### src/rtl/load_bram_pkg.sv
// Shared types and constants for the pixel-FIFO to display-BRAM loader.
package load_bram_pkg;

    typedef enum logic [1:0] {
        IDLE,
        BURST,
        DRAIN
    } state_t;

    localparam logic [3:0] WE_ALL  = 4'hF;
    localparam int         DATA_W  = 32;
    localparam int         ADDR_W  = 32;
    localparam int         COUNT_W = 11;

endpackage

### src/rtl/load_bram_addr_gen.sv
// Frame word-index counter with wrap and BRAM address formatting.
// Define LOAD_BRAM_BYTE_ADDR_EN for byte addressing (index << 2); default is word addressing.
module load_bram_addr_gen
    import load_bram_pkg::*;
#(
    parameter int FRAME_WORDS = 1024
) (
    input  logic              clk,
    input  logic              rst,
    input  logic              advance,
    output logic [ADDR_W-1:0] addr,
    output logic              is_last
);

    localparam int IDX_W = $clog2(FRAME_WORDS);

    logic [IDX_W-1:0] idx_q;
    logic [IDX_W-1:0] idx_d;

    assign is_last = (idx_q == IDX_W'(FRAME_WORDS - 1));

    // Explicit wrap so frame sizes that are not a power of two still work
    always_comb begin
        idx_d = idx_q;
        if (advance) begin
            idx_d = is_last ? '0 : idx_q + IDX_W'(1);
        end
    end

    always_ff @(posedge clk) begin
        if (rst) begin
            idx_q <= '0;
        end else begin
            idx_q <= idx_d;
        end
    end

`ifdef LOAD_BRAM_BYTE_ADDR_EN
    assign addr = ADDR_W'({idx_q, 2'b00});
`else
    assign addr = ADDR_W'(idx_q);
`endif

endmodule

### src/rtl/load_bram_ctrl.sv
// Burst loader: drains the pixel FIFO into sequential BRAM port-A locations, one frame at a time.
// Address format selected by LOAD_BRAM_BYTE_ADDR_EN (see load_bram_addr_gen).
module load_bram_ctrl
    import load_bram_pkg::*;
#(
    parameter int BURST_LEN   = 16,
    parameter int FRAME_WORDS = 1024
) (
    input  logic               clk,
    input  logic               rst,
    output logic               ren_fifo,
    input  logic [DATA_W-1:0]  din_fifo,
    input  logic               empty_fifo,
    input  logic [COUNT_W-1:0] rd_data_count_fifo,
    output logic               wr_en_bram,
    output logic               wr_clk_bram,
    output logic [3:0]         we_bram,
    output logic [ADDR_W-1:0]  addr_bram,
    output logic [DATA_W-1:0]  din_bram,
    output logic               busy
);

    state_t             state_q, state_d;
    logic [COUNT_W-1:0] burst_cnt_q, burst_cnt_d;
    logic               drain_cnt_q, drain_cnt_d;
    logic               rd_valid_q, rd_valid_d;
    logic               frame_done_q, frame_done_d;
    logic               busy_q, busy_d;
    logic               wr_en_q, wr_en_d;
    logic [3:0]         we_q, we_d;
    logic [ADDR_W-1:0]  addr_q, addr_d;
    logic [DATA_W-1:0]  din_q, din_d;
    logic [ADDR_W-1:0]  gen_addr;
    logic               gen_last;

    assign wr_clk_bram = clk;
    assign ren_fifo    = (state_q == BURST) && !empty_fifo && !rst;

    load_bram_addr_gen #(
        .FRAME_WORDS(FRAME_WORDS)
    ) u_addr_gen (
        .clk    (clk),
        .rst    (rst),
        .advance(rd_valid_q),
        .addr   (gen_addr),
        .is_last(gen_last)
    );

    always_comb begin
        state_d     = state_q;
        burst_cnt_d = burst_cnt_q;
        drain_cnt_d = drain_cnt_q;
        busy_d      = busy_q;

        case (state_q)
            IDLE: begin
                if (rd_data_count_fifo >= COUNT_W'(BURST_LEN)) begin
                    state_d     = BURST;
                    burst_cnt_d = '0;
                    busy_d      = 1'b1;
                end
            end
            BURST: begin
                // Only real reads count, so an underflow stall stretches the burst
                if (ren_fifo) begin
                    if (burst_cnt_q == COUNT_W'(BURST_LEN - 1)) begin
                        state_d     = DRAIN;
                        drain_cnt_d = 1'b0;
                    end else begin
                        burst_cnt_d = burst_cnt_q + COUNT_W'(1);
                    end
                end
            end
            DRAIN: begin
                if (drain_cnt_q) begin
                    state_d = IDLE;
                end else begin
                    drain_cnt_d = 1'b1;
                end
            end
            default: state_d = IDLE;
        endcase

        if (frame_done_q) begin
            busy_d = 1'b0;
        end

        rd_valid_d   = ren_fifo;
        frame_done_d = rd_valid_q && gen_last;
        wr_en_d      = rd_valid_q;
        we_d         = rd_valid_q ? WE_ALL : 4'h0;
        addr_d       = addr_q;
        din_d        = din_q;
        if (rd_valid_q) begin
            addr_d = gen_addr;
            din_d  = din_fifo;
        end
    end

    always_ff @(posedge clk) begin
        if (rst) begin
            state_q      <= IDLE;
            burst_cnt_q  <= '0;
            drain_cnt_q  <= 1'b0;
            rd_valid_q   <= 1'b0;
            frame_done_q <= 1'b0;
            busy_q       <= 1'b0;
            wr_en_q      <= 1'b0;
            we_q         <= 4'h0;
            addr_q       <= '0;
            din_q        <= '0;
        end else begin
            state_q      <= state_d;
            burst_cnt_q  <= burst_cnt_d;
            drain_cnt_q  <= drain_cnt_d;
            rd_valid_q   <= rd_valid_d;
            frame_done_q <= frame_done_d;
            busy_q       <= busy_d;
            wr_en_q      <= wr_en_d;
            we_q         <= we_d;
            addr_q       <= addr_d;
            din_q        <= din_d;
        end
    end

    assign wr_en_bram = wr_en_q;
    assign we_bram    = we_q;
    assign addr_bram  = addr_q;
    assign din_bram   = din_q;
    assign busy       = busy_q;

endmodule

### config.mk
export PLATFORM = sky130hd
export DESIGN_NAME = load_bram_ctrl
export DESIGN_NICKNAME = d
export VERILOG_FILES = /design/src/rtl/load_bram_pkg.sv /design/src/rtl/load_bram_addr_gen.sv /design/src/rtl/load_bram_ctrl.sv
export SDC_FILE = /design/constraint.sdc
export NUM_CORES = 1
export LEC_CHECK = 0
export CAP_MARGIN = 20
export CORE_MARGIN = 2
export CORE_UTILIZATION = 44
export CTS_BUF_LIST = sky130_fd_sc_hd__clkbuf_8
export CTS_CLUSTER_DIAMETER = 80
export DETAILED_ROUTE_END_ITERATION = 10
export GPL_TIMING_DRIVEN = 1
export PLACE_DENSITY = 0.81
export SYNTH_ARGS = -nofsm -noshare
export SYNTH_HDL_FRONTEND = slang
export SYNTH_SLANG_ARGS = --single-unit
export TNS_END_PERCENT = 30
### constraint.sdc
create_clock -name clk -period 2.1 [get_ports clk]
set_input_delay 0.21 -clock clk [delete_from_list [all_inputs] [get_ports clk]]
set_output_delay 0.21 -clock clk [all_outputs]
set_load 0.01 [all_outputs]
# After elaboration in Yosys (flattened, before gate mapping)
# Index checks and enable logic that the tools add are counted.
# word_totals
regBits	74
latch_bits	0
ramBits	0
rom_bits	0
out_inout_bits	72
n_memories	0
# op_classes
n_addsub	2
mul	0
n_div	0
order_cmp	1
eq_ne	9
n_shift	0
n_mux	14
bitwise	0
n_reduce_logical	13
# ops
cell	n
$mux W11	3
$pmux W11 S2	1
$add A11 B1 Y11 const B	1
$eq A11 B4 Y1 const B	1
$ge A11 B5 Y1 const B	1
$add A10 B1 Y10 const B	1
$eq A10 B10 Y1 const B	1
$mux W10	1
$mux W2	4
$ne A2 B2 Y1 const B	4
$reduce_and A4 Y1	2
$pmux W2 S3	1
$mux W4	1
$reduce_bool A2 Y1	2
$logic_and A1 B1 Y1	3
$reduce_and A3 Y1	1
$eq A2 B1 Y1 const B	1
$eq A2 B2 Y1 const B	1
$logic_not A1 Y1	2
$logic_not A2 Y1	1
$mux W1	2
$ne A2 B1 Y1 const B	1
$pmux W1 S2	1
$reduce_and A2 Y1	1
$reduce_or A2 Y1	1

# Logic depth before layout (Yosys ltp)
# Gate-level depths: netlist of run 1.
# depth
ltp_word	5
ltp_mapped	6
depth_no_buf	5

# Modules after synthesis
# From an unflattened synthesis of run 1, not the netlist that was laid out.
# unflattened
hier_cells	383
area_unflattened_um2	3807.4
# by_module_without_submodules
mod	instances	cells_per_inst	area_per_inst_um2	seq_area_each_um2
load_bram_ctrl	1	306	3133.0	1641.6
load_bram_addr_gen	1	77	674.4	200.2

==> results of run 1 <==
==> cells in the mapped netlist, drive strengths merged (2+ instances only) <==
| cell | number |
|---|---|
| nor2b | 2 |
| xnor2 | 5 |
| o32ai | 3 |
| nor4b | 3 |
| ha | 2 |
| o21ai | 5 |
| nor3b | 2 |
| nand2b | 4 |
| a31oi | 2 |
| nand3 | 10 |
| and4 | 2 |
| a211oi | 4 |
| nor4 | 3 |
| nor2 | 61 |
| inv | 8 |
| dfxtp | 70 |
| nand2 | 9 |
| mux2i | 43 |
| xor2 | 3 |
| a21oi | 9 |
| nor3 | 6 |
| buf | 36 |
| clkbuf | 7 |
| nand4 | 5 |
| o211ai | 2 |
==> power by group through the flow <==
| stage | sequential, mW | combinational [mW] | clock, mW |
|---|---|---|---|
| 5_1_grt | 1.38 | 0.305 | 1.54 |
| 6_report | 1.37 | 0.281 | 1.44 |
| 4_1_cts | 1.37 | 0.283 | 1.47 |
| 3_3_place_gp | 1.40 | 0.274 | 0.0484 |
| 3_5_place_dp | 1.40 | 0.279 | 0.0484 |
| 2_1_floorplan | 1.41 | 0.153 | 0.0392 |
==> worst max-delay path, stage by stage, from the launching register on <==
cell,delay [ps]
dfxtp_1,410
nor4b_4,330
clkdlybuf4s50_1,610
==> repair_timing <==
item	in CTS	in global routing
gates resized for setup	1	0
gates cloned	0	0
hold endpoints to repair	0	0
setup endpoints to repair	1	1
pin swaps	0	1
==> layout by cell type, fill, tap and decap left out, drive strengths merged, types with 3 or more instances in the layout <==
cell type	synthesis	routed
conb	1	22
xor2	3	3
nor4b	3	3
nor3	6	6
buf	36	6
a21oi	9	9
mux2i	43	43
xnor2	5	5
o21ai	5	5
clkdlybuf4s50	0	90
clkbuf	7	14
nand4	5	5
a211oi	4	4
inv	8	10
nand2b	4	4
nor4	3	3
o32ai	3	3
nand3	10	10
nand2	9	9
nor2	61	61
dfxtp	70	70
==> sequential cells by signal (all words and copies together), names as in the netlist <==
signal and count:
addr_bram 10, burst_cnt_q 11, busy 1, din_bram 32, drain_cnt_q 1, frame_done_q 1, rd_valid_q 1, state_q 2
u_addr_gen.idx_q 10, we_bram 1
==> final cells by class <==
cell class / count / area (sq um)
Clock inverter: 5 / 81.3
Timing Repair Buffer: 95 / 946
Inverter: 8 / 30.0
Multi-Input combinational cell: 225 / 1440
Fill cell: 558 / 2550
Sequential cell: 70 / 1400
Tap cell: 80 / 100
Clock buffer: 15 / 203
==> per-stage QoR <==
stage	power (mW)	area [sq um]
floorplan	1.60	3140
global placement	1.72	3920
detailed placement	1.73	3920
CTS	3.12	4200
global route	3.22	4200
finish	3.09	4200
==> logic make-up after synthesis <==
group / after synthesis
DFF: 70
adders and majority gates: 2
other: 1
and+or+nand+nor: 113
AOI/OAI and AO/OA: 37
xor gates and xnor gates: 8
buffers and inverters: 51
muxes: 43
==> metal layers <==
| layer | GRT usage | vias to the layer above |
|---|---|---|
| met3 | 0.0986 | 15 |
| met1 | 0.220 | 1152 |
| met5 | 0 | - |
| met2 | 0.256 | 128 |
| met4 | 0.101 | 0 |
| li1 | - | 1262 |
==> path summary, 6_finish.rpt <==
kind,startpoint,endpoint,slack [ps],depth (start not counted)
setup / recovery,state_q[1],ren_fifo,110,2
hold reg to reg,frame_done_q,busy,390,1
hold / removal,rst,burst_cnt_q[0],270,5
setup reg to reg,burst_cnt_q[6],drain_cnt_q,360,4
==> results.tsv, run 1 <==
stage	metric	value	unit
yosys	post-synth top area share	0.458	
place	pre-CTS setup slack	22.3	ps
clock_tree	CTS clk-pin slew, worst paths	80	ps
detailed_routing	final WL	6560	um
timing	endpoints failing setup	0	
pwr	sw frac	0.222	
timing	Final min period	1990	ps
detailed_routing	DR WL met2	2840	um
detailed_routing	DR vias/cell	5.13	
yosys	Synth Area in Simple Gates	0.178	
place	detailed placement HPWL	4500	um
timing	worst rel slew slack	0.565	
global_routing	largest net degree at the start of global routing	66	
finish	fin cells	498	
detailed_routing	drt drc	0	
yosys	Yosys cell types	50	
finish	area added between synthesis and finish	37.4	%
finish	Final nets	461	
global_routing	vias in the first global route	2373	
global_routing	first-pass GRT wire length	10800	um
yosys	synth top area cells	dfxtp_1, mux2i_1, nor2_1, buf_4, nand3_1	
place	placed instance count	479	
detailed_routing	Max Used Layer	met4	
finish	fin util	0.622	
global_routing	initial antenna violation count	0	
floorplan	die width	87.4	um
pwr	part of the power in the clock network	0.465	
yosys	Synth Area in Compound Gates	0.0912	
yosys	EDFF count, synth	0	
yosys	combinational family with the most area after synthesis	simple AND/OR/NAND/NOR gates	
worst_setup_path	crit path capture type	output pin	
detailed_routing	WL met3	807	um
flow_run	Max-Cap Viols	0	
worst_setup_path	Startpoint Class	flip-flop	
place	routability cong.	0.855	
clock_tree	setup bufs post-CTS	0	
clock_tree	TritonCTS clock tree	done	
clock_tree	hold_buf cts	0	
pwr	Sw Pwr	0.687	mW
detailed_routing	met1 wire length	2790	um
yosys	number of synthesized register bits	70	
timing	Least-Margin Pin Slew	652	ps
pwr	internal power	2.40	mW
timing	hold_ws	267	ps
yosys	largest area contributor in the netlist	dfxtp_1	
timing	Worst Skew	9.04	ps
pwr	Power Density	735	nW/um^2
worst_setup_path	WP data required	1890	ps
yosys	Synth Area in Adders	0.00818	
place	port bufs	91	
global_routing	gr usage total	0.182	
timing	Final WS setup	108	ps
timing	endpoints failing hold	0	
pwr	Max VDD drop	0.636	mV
floorplan	height of the die	87.4	um
detailed_routing	Detail Route Antenna Nets	0	
timing	RSZ-0062 raised after global routing	false	
finish	antenna diode count	0	
pwr	Comb pwr share	0.091	
yosys	yosys warns	0	
yosys	Synth Area in XOR/XNOR	0.0229	
run_status	status	complete, no violations	
detailed_routing	total number of vias	2557	
timing	setup_tns	0	ps
finish	layout cells sized above 1	0.0766	
yosys	Async SR Flop Fraction	0	
floorplan	Core Area	6760	sq um
yosys	mux cell area share after synthesis	0.141	
floorplan	Cell Rows	30	
timing	maximum clock rate	502	MHz
pwr	Lkg Pwr	1.48	nW
timing	Final Max Slew Viols	0	
floorplan	die area	7630	sq um
floorplan	# IOs	118	
yosys	Post-Syn Instances	325	
worst_hold_path	HP Class	in2reg	
yosys	Top FF cell, synth	dfxtp_1	
yosys	sequential area share after synthesis	0.458	
yosys	Synth Cell Area	3060	sq um
yosys	synthesized area per cell	9.41	sq um
pwr	Reg power frac	0.444	
floorplan	initial core utilization	0.453	
detailed_routing	WL per Instance	13.2	um
worst_setup_path	Arrival @ worst endpoint	1780	ps
timing	Final Cycle Share	0.949	
detailed_routing	router iterations before antenna repair	4	
detailed_routing	Iteration-0 DRC Markers	116	
global_routing	GRT Residual Overflow	0	
worst_setup_path	worst-path maximum fanout	10	
worst_setup_path	Setup CP Type	reg2out	
clock_tree	Worst-Skew Late Latency	440	ps
Note: power is estimated with default switching activity, not from simulation.
==> run 2, diff against run 1 <==
CAP_MARGIN = 25   (was 20)
CORE_UTILIZATION = 41   (was 44)
PLACE_DENSITY = 0.8   (was 0.81)
clock period = 1.7 ns   (was 2.1 ns; I/O delays follow)
==> results.tsv, run 2 (same netlist as run 1, synthesis figures left out) <==
stage	metric	value	unit	change
run_status	status	complete, no violations		unchanged
place	routability cong.	0.857		was 0.855
timing	Final Max Slew Viols	0		unchanged
timing	hold_ws	203	ps	was 267 ps
pwr	Reg power frac	0.453		was 0.444
clock_tree	TritonCTS clock tree	done		unchanged
global_routing	gr usage total	0.172		was 0.182
pwr	internal power	2.89	mW	was 2.40 mW
timing	endpoints failing hold	0		unchanged
global_routing	first-pass GRT wire length	11200	um	was 10800 um
timing	maximum clock rate	620	MHz	
finish	Fillers	641		was 558
detailed_routing	total number of vias	2588		was 2557
timing	Worst Skew	9.68	ps	was 9.04 ps
floorplan	height of the die	90.4	um	was 87.4 um
worst_setup_path	Startpoint Class	flip-flop		unchanged
detailed_routing	final WL	6660	um	was 6560 um
timing	Least-Margin Pin Slew	533	ps	was 652 ps
worst_setup_path	worst-path maximum fanout	2		was 10
clock_tree	setup bufs post-CTS	0		unchanged
pwr	Sw Pwr	0.848	mW	was 0.687 mW
global_routing	vias in the first global route	2403		was 2373
clock_tree	post_cts resized	3		was 1
pwr	part of the power in the clock network	0.453		was 0.465
worst_setup_path	WP data required	1530	ps	was 1890 ps
worst_hold_path	Hold Startpoint	rst		unchanged
pwr	Pwr Total	3.74	mW	was 3.09 mW
timing	Final Cycle Share	0.949		
finish	antenna diode count	0		unchanged
finish	Design Area, Final	4270	sq um	was 4200 sq um
worst_hold_path	Min-Delay Path Depth	3		was 5
finish	commonest cells after routing, fill and taps aside	clkdlybuf4s50_1, dfxtp_1, nor2_1, mux2i_1, conb_1		unchanged
worst_setup_path	R2R depth	5		was 4
pwr	Power Density	875	nW/um^2	was 735 nW/um^2
clock_tree	Worst-Skew Late Latency	450	ps	was 440 ps
worst_hold_path	HP Class	in2reg		unchanged
floorplan	Cell Rows	31		was 30
worst_setup_path	Setup CP Type	reg2out		unchanged
worst_setup_path	worst r2r src	burst_cnt_q[1]		was burst_cnt_q[6]
detailed_routing	drt drc	0		unchanged
pwr	Max VDD drop	0.474	mV	was 0.636 mV
place	port bufs	91		unchanged
detailed_routing	Detail Route Antenna Nets	0		unchanged
timing	worst rel slew slack	0.645		was 0.565
pwr	sw frac	0.227		was 0.222
clock_tree	hold_buf cts	0		unchanged
floorplan	die area	8160	sq um	was 7630 sq um
worst_setup_path	reg2reg end	burst_cnt_q[2]		was drain_cnt_q
floorplan	die width	90.4	um	was 87.4 um
timing	RSZ-0062 raised after global routing	true		was false
floorplan	# IOs	118		unchanged
timing	Final WS setup	86.2	ps	was 108 ps
worst_setup_path	R2R Setup Slk	140	ps	was 360 ps
flow_run	Max-Cap Viols	0		unchanged
finish	Final nets	470		was 461
place	Area after DPL	4000	sq um	was 3920 sq um
timing	endpoints failing setup	0		unchanged
finish	area added between synthesis and finish	39.7	%	was 37.4%
worst_setup_path	max incr delay on CP	340	ps	was 610 ps
worst_hold_path	WHS Endpoint	din_bram[24]		was burst_cnt_q[0]
global_routing	GRT Residual Overflow	0		unchanged
pwr	Comb pwr share	0.093		was 0.091
floorplan	Core Area	7250	sq um	was 6760 sq um
timing	Final min period	1610	ps	
worst_setup_path	Arrival @ worst endpoint	1440	ps	was 1780 ps
detailed_routing	DR vias/cell	4.92		was 5.13
worst_setup_path	worst path cell trace	nor4b_4 > buf_4 > clkdlybuf4s15_1		was nor4b_4 > clkdlybuf4s50_1
detailed_routing	router iterations before antenna repair	4		unchanged
detailed_routing	Iteration-0 DRC Markers	140		was 116
global_routing	initial antenna violation count	0		unchanged
timing	setup_tns	0	ps	unchanged
worst_setup_path	crit path capture type	output pin		unchanged
global_routing	largest net degree at the start of global routing	45		was 66
detailed_routing	WL per Instance	12.7	um	was 13.2 um
pwr	Lkg Pwr	1.52	nW	was 1.48 nW
worst_setup_path	slowest CP cell	dfxtp_1		was clkdlybuf4s50_1
finish	commonest non-fill, non-tap cell in the layout	clkdlybuf4s50_1		unchanged
place	detailed placement HPWL	4750	um	was 4500 um
place	pre-CTS setup slack	-321	ps	was 22.3 ps
finish	layout cells sized above 1	0.101		was 0.0766
clock_tree	CTS clk-pin slew, worst paths	80	ps	about the same
finish	max FFs per register	32		unchanged
floorplan	initial core utilization	0.422		was 0.453
-- run 2: changes by cell type in the layout (fill, tap and decap cells not counted), sizes merged --
| cell | change |
|---|---|
| buf | +9 |
| clkdlybuf4s15 | +1 |
| clkinv | +1 |
| inv | +1 |
| clkdlybuf4s50 | -2 |
| clkbuf | -1 |
-- run 2: worst max path at each step --
stage / slack (ps) / cells after the start / startpoint / to
2_1_floorplan: 120 / 4 / state_q[1] / burst_cnt_q[7]
3_3_place_gp: -290 / 5 / rd_data_count_fifo[7] / burst_cnt_q[7]
3_5_place_dp: -320 / 5 / rd_data_count_fifo[7] / burst_cnt_q[7]
4_1_cts: 40 / 3 / state_q[1] / ren_fifo
5_1_grt: -20 / 5 / burst_cnt_q[1] / drain_cnt_q
6_report: 90 / 3 / state_q[1] / ren_fifo
-- run 2: layout make-up --
class,count,area (sq um),area share
clock inverter,7,90.1,0.0211
inverter,8,30.0,0.00703
timing repair buffer,104,1000,0.234
multi-input combinational,225,1440,0.338
sequential,70,1400,0.329
clock buffer,13,179,0.0419
tap,99,124,0.0290
-- run 2: layer usage --
layer / track usage / wire [um] / up-vias
li1: - / - / 1268
met2: 0.263 / 3060 / 99
met4: 0.0859 / 148 / 0
met3: 0.0793 / 536 / 11
met5: 0 / 0 / -
met1: 0.203 / 2920 / 1210
-- run 2: critical path, delay by kind of cell, from the launching register on --
| kind | cells | cell delay [ps] |
|---|---|---|
| DFF | 1 | 340 |
| and+or+nand+nor | 1 | 260 |
| buffers and inverters | 2 | 390 |
-- run 2: per-stage QoR --
stage                     utilization  std cells
after floorplan                     -        346
after global placement          0.551        507
after detailed placement        0.551        507
after CTS                       0.587        526
after global routing            0.589        526
final                           0.589        526
-- run 2: power groups by stage --
| stage | clock network, mW | registers, mW | logic, mW |
|---|---|---|---|
| floorplan | 0.0485 | 1.74 | 0.189 |
| global placement | 0.0598 | 1.73 | 0.343 |
| detailed placement | 0.0598 | 1.73 | 0.349 |
| CTS | 1.75 | 1.70 | 0.349 |
| global route | 1.81 | 1.70 | 0.379 |
| finish | 1.70 | 1.69 | 0.349 |
==> run 3, diff against run 2 <==
ABC_AREA = 1   (was default)
PLACE_DENSITY = 0.79   (was 0.8)
SLEW_MARGIN = 40   (was default)
==> results.tsv, run 3 <==
stage	metric	value	unit	change
run_status	status	complete, no violations		unchanged
place	Area after DPL	4070	sq um	was 4000 sq um
worst_setup_path	R2R Setup Slk	210	ps	was 140 ps
finish	antenna diode count	0		unchanged
yosys	Post-Syn Instances	423		was 325
pwr	Lkg Pwr	1.78	nW	was 1.52 nW
finish	commonest cells after routing, fill and taps aside	nor2_1, clkdlybuf4s50_1, dfxtp_1, nand2_1, o21ai_0		was clkdlybuf4s50_1, dfxtp_1, nor2_1, mux2i_1, conb_1
worst_setup_path	crit-path leading delay family	buffers and inverters		unchanged
finish	layout cells sized above 1	0.111		was 0.101
finish	fin util	0.588		was 0.589
pwr	Comb pwr share	0.282		was 0.093
finish	Final nets	564		was 470
clock_tree	setup bufs post-CTS	0		unchanged
floorplan	Cell Rows	31		unchanged
worst_setup_path	worst path cell trace	clkdlybuf4s50_1		was nor4b_4 > buf_4 > clkdlybuf4s15_1
yosys	Synth Cell Area	3150	sq um	was 3060 sq um
worst_setup_path	Critical path buffers and inverters	1		was 2
pwr	Reg power frac	0.399		was 0.453
worst_setup_path	slowest CP cell	clkdlybuf4s50_1		was dfxtp_1
yosys	EDFF count, synth	0		unchanged
worst_hold_path	HP Class	in2reg		unchanged
flow_run	Max-Cap Viols	0		unchanged
yosys	largest area contributor in the netlist	dfxtp_1		unchanged
floorplan	die area	8390	sq um	was 8160 sq um
timing	RSZ-0062 raised after global routing	false		was true
floorplan	height of the die	91.6	um	was 90.4 um
global_routing	first-pass GRT wire length	12900	um	was 11200 um
pwr	sw frac	0.321		was 0.227
worst_hold_path	WHS Endpoint	din_bram[2]		was din_bram[24]
worst_setup_path	Setup CP Type	reg2out		unchanged
floorplan	# IOs	118		unchanged
clock_tree	CTS clk-pin slew, worst paths	80	ps	about the same
pwr	part of the power in the clock network	0.320		was 0.453
clock_tree	TritonCTS clock tree	done		unchanged
yosys	post-synth top area share	0.445		was 0.458
timing	endpoints failing setup	0		unchanged
finish	area added between synthesis and finish	37.0	%	was 39.7%
timing	maximum clock rate	629	MHz	was 620 MHz
pwr	Power Density	1150	nW/um^2	was 875 nW/um^2
global_routing	largest net degree at the start of global routing	44		was 45
worst_setup_path	crit path capture type	output pin		unchanged
place	routability cong.	0.816		was 0.857
pwr	Sw Pwr	1.60	mW	was 0.848 mW
worst_setup_path	max incr delay on CP	570	ps	was 340 ps
worst_hold_path	Min-Delay Path Depth	3		unchanged
worst_setup_path	Critical Path Stages	1		was 3
yosys	Yosys cell types	35		was 50
finish	commonest non-fill, non-tap cell in the layout	nor2_1		was clkdlybuf4s50_1
timing	Worst Skew	8.51	ps	was 9.68 ps
worst_setup_path	R2R depth	7		was 5
worst_hold_path	Hold Startpoint	din_fifo[2]		was rst
timing	setup_tns	0	ps	unchanged
floorplan	initial core utilization	0.429		was 0.422
floorplan	Core Area	7330	sq um	was 7250 sq um
detailed_routing	Iteration-0 DRC Markers	70		was 140
yosys	cell with the most instances after synthesis	nor2_1		was dfxtp_1
yosys	synthesized area per cell	7.44	sq um	was 9.41 sq um
place	detailed placement HPWL	5240	um	was 4750 um
global_routing	initial antenna violation count	0		unchanged
yosys	top cells by count, synth	nor2_1, dfxtp_1, nand2_1		was dfxtp_1, nor2_1, mux2i_1
yosys	Top FF cell, synth	dfxtp_1		unchanged
yosys	sequential area share after synthesis	0.445		was 0.458
yosys	synth top area cells	dfxtp_1, nor2_1, nand2_1, buf_4, o21ai_0		was dfxtp_1, mux2i_1, nor2_1, buf_4, nand3_1
global_routing	GRT Residual Overflow	0		unchanged
yosys	yosys warns	0		unchanged
yosys	number of synthesized register bits	70		unchanged
timing	Final Max Slew Viols	0		unchanged
worst_setup_path	reg2reg end	burst_cnt_q[10]		was burst_cnt_q[2]
clock_tree	hold_buf cts	0		unchanged
detailed_routing	WL per Instance	12.0	um	was 12.7 um
detailed_routing	router iterations before antenna repair	5		was 4
finish	Design Area, Final	4310	sq um	was 4270 sq um
worst_setup_path	worst-path maximum fanout	5		was 2
pwr	Max VDD drop	0.872	mV	was 0.474 mV
worst_setup_path	Startpoint Class	flip-flop		unchanged
place	port bufs	91		unchanged
detailed_routing	final WL	7420	um	was 6660 um
floorplan	die width	91.6	um	was 90.4 um
timing	Final Cycle Share	0.936		was 0.949
pwr	internal power	3.38	mW	was 2.89 mW
timing	Final min period	1590	ps	was 1610 ps
worst_setup_path	WP data required	1530	ps	about the same
clock_tree	Worst-Skew Late Latency	440	ps	was 450 ps
global_routing	gr usage total	0.188		was 0.172
finish	max FFs per register	32		unchanged
detailed_routing	total number of vias	2927		was 2588
detailed_routing	DR vias/cell	4.72		was 4.92
worst_setup_path	Arrival @ worst endpoint	1420	ps	was 1440 ps
global_routing	vias in the first global route	2888		was 2403
worst_setup_path	worst r2r src	burst_cnt_q[1]		unchanged
yosys	Async SR Flop Fraction	0		unchanged
timing	endpoints failing hold	0		unchanged
detailed_routing	Detail Route Antenna Nets	0		unchanged
detailed_routing	drt drc	0		unchanged
-- run 3: cell count changes in the layout (fill, tap and decap cells not counted), sizes merged, moves of 12 or more --
cell   before  now
o21ai       5   43
nor2       61  111
nand2       9   66
nand3      10   22
mux2i      43    0
inv        11   25
-- run 3: how the worst max path moves through the flow --
stage / from / endpoint / slack (ps)
detailed placement: rst / u_addr_gen.idx_q[7] / 120
global placement: rst / u_addr_gen.idx_q[7] / 140
CTS: we_bram[2] / we_bram[2] / 80
floorplan: burst_cnt_q[0] / burst_cnt_q[8] / 360
finish: we_bram[2] / wr_en_bram / 110
global route: we_bram[2] / we_bram[2] / 30
-- run 3: worst reg2reg max path: stages, from the launching register on --
cell	delay (ps)
dfxtp_1	380
ha_1	220
nand3_2	170
nor2_1	230
nand3_1	130
xor2_1	160
nand2_1	70
o21ai_2	50
-- run 3: routing by layer --
| metal | global-route usage | vias to the layer above | part of all wire |
|---|---|---|---|
| met3 | 0.0705 | 13 | 0.095 |
| met4 | 0.0707 | 0 | 0.013 |
| met2 | 0.320 | 119 | 0.48 |
| met5 | 0 | - | 0 |
| met1 | 0.213 | 1312 | 0.41 |
| li1 | - | 1483 | - |
-- run 3: cells by family (layout without fill, tap and decap cells) --
logic type / count (synthesis) / after routing / synth area share
AO/OA/AOI/OAI: 66 / 66 / 0.117
adder cells (fa/ha/maj): 2 / 2 / 0.00795
other: 1 / 22 / 0.00119
flip-flops: 70 / 70 / 0.445
buffers and inverters: 70 / 147 / 0.118
XOR/XNOR: 6 / 6 / 0.0167
AND/OR/NAND/NOR: 208 / 208 / 0.294
-- run 3: area by class of cell --
type / instances / area, sq um
clock inverters: 7 / 71.3
fillers: 657 / 3020
multi-input cells: 304 / 1450
flip-flops and latches: 70 / 1410
inverters: 27 / 106
repair buffers: 100 / 975
well taps: 99 / 124
clock buffers: 13 / 179
-- run 3: per-stage QoR --
step	power, mW	hold WS, ps	instances	worst slack, ps
after floorplan	2.85	248	444	355
after global placement	3.45	389	601	144
after detailed placement	3.48	389	601	121
after CTS	5.03	294	620	83.5
after global routing	5.28	306	620	30.0
final	4.97	307	620	109
-- run 3: power groups by stage --
stage               registers [mW]  clock network [mW]  logic [mW]
floorplan                     2.06              0.0485       0.741
global placement              2.00              0.0598        1.39
detailed placement            2.01              0.0598        1.41
CTS                           1.98                1.63        1.42
global route                  2.01                1.71        1.56
finish                        1.98                1.59        1.40
-- run 3: what timing repair did --
action	CTS	global route
setup endpoints to repair	2	0
hold endpoints to repair	0	0
gates resized for setup	4	0
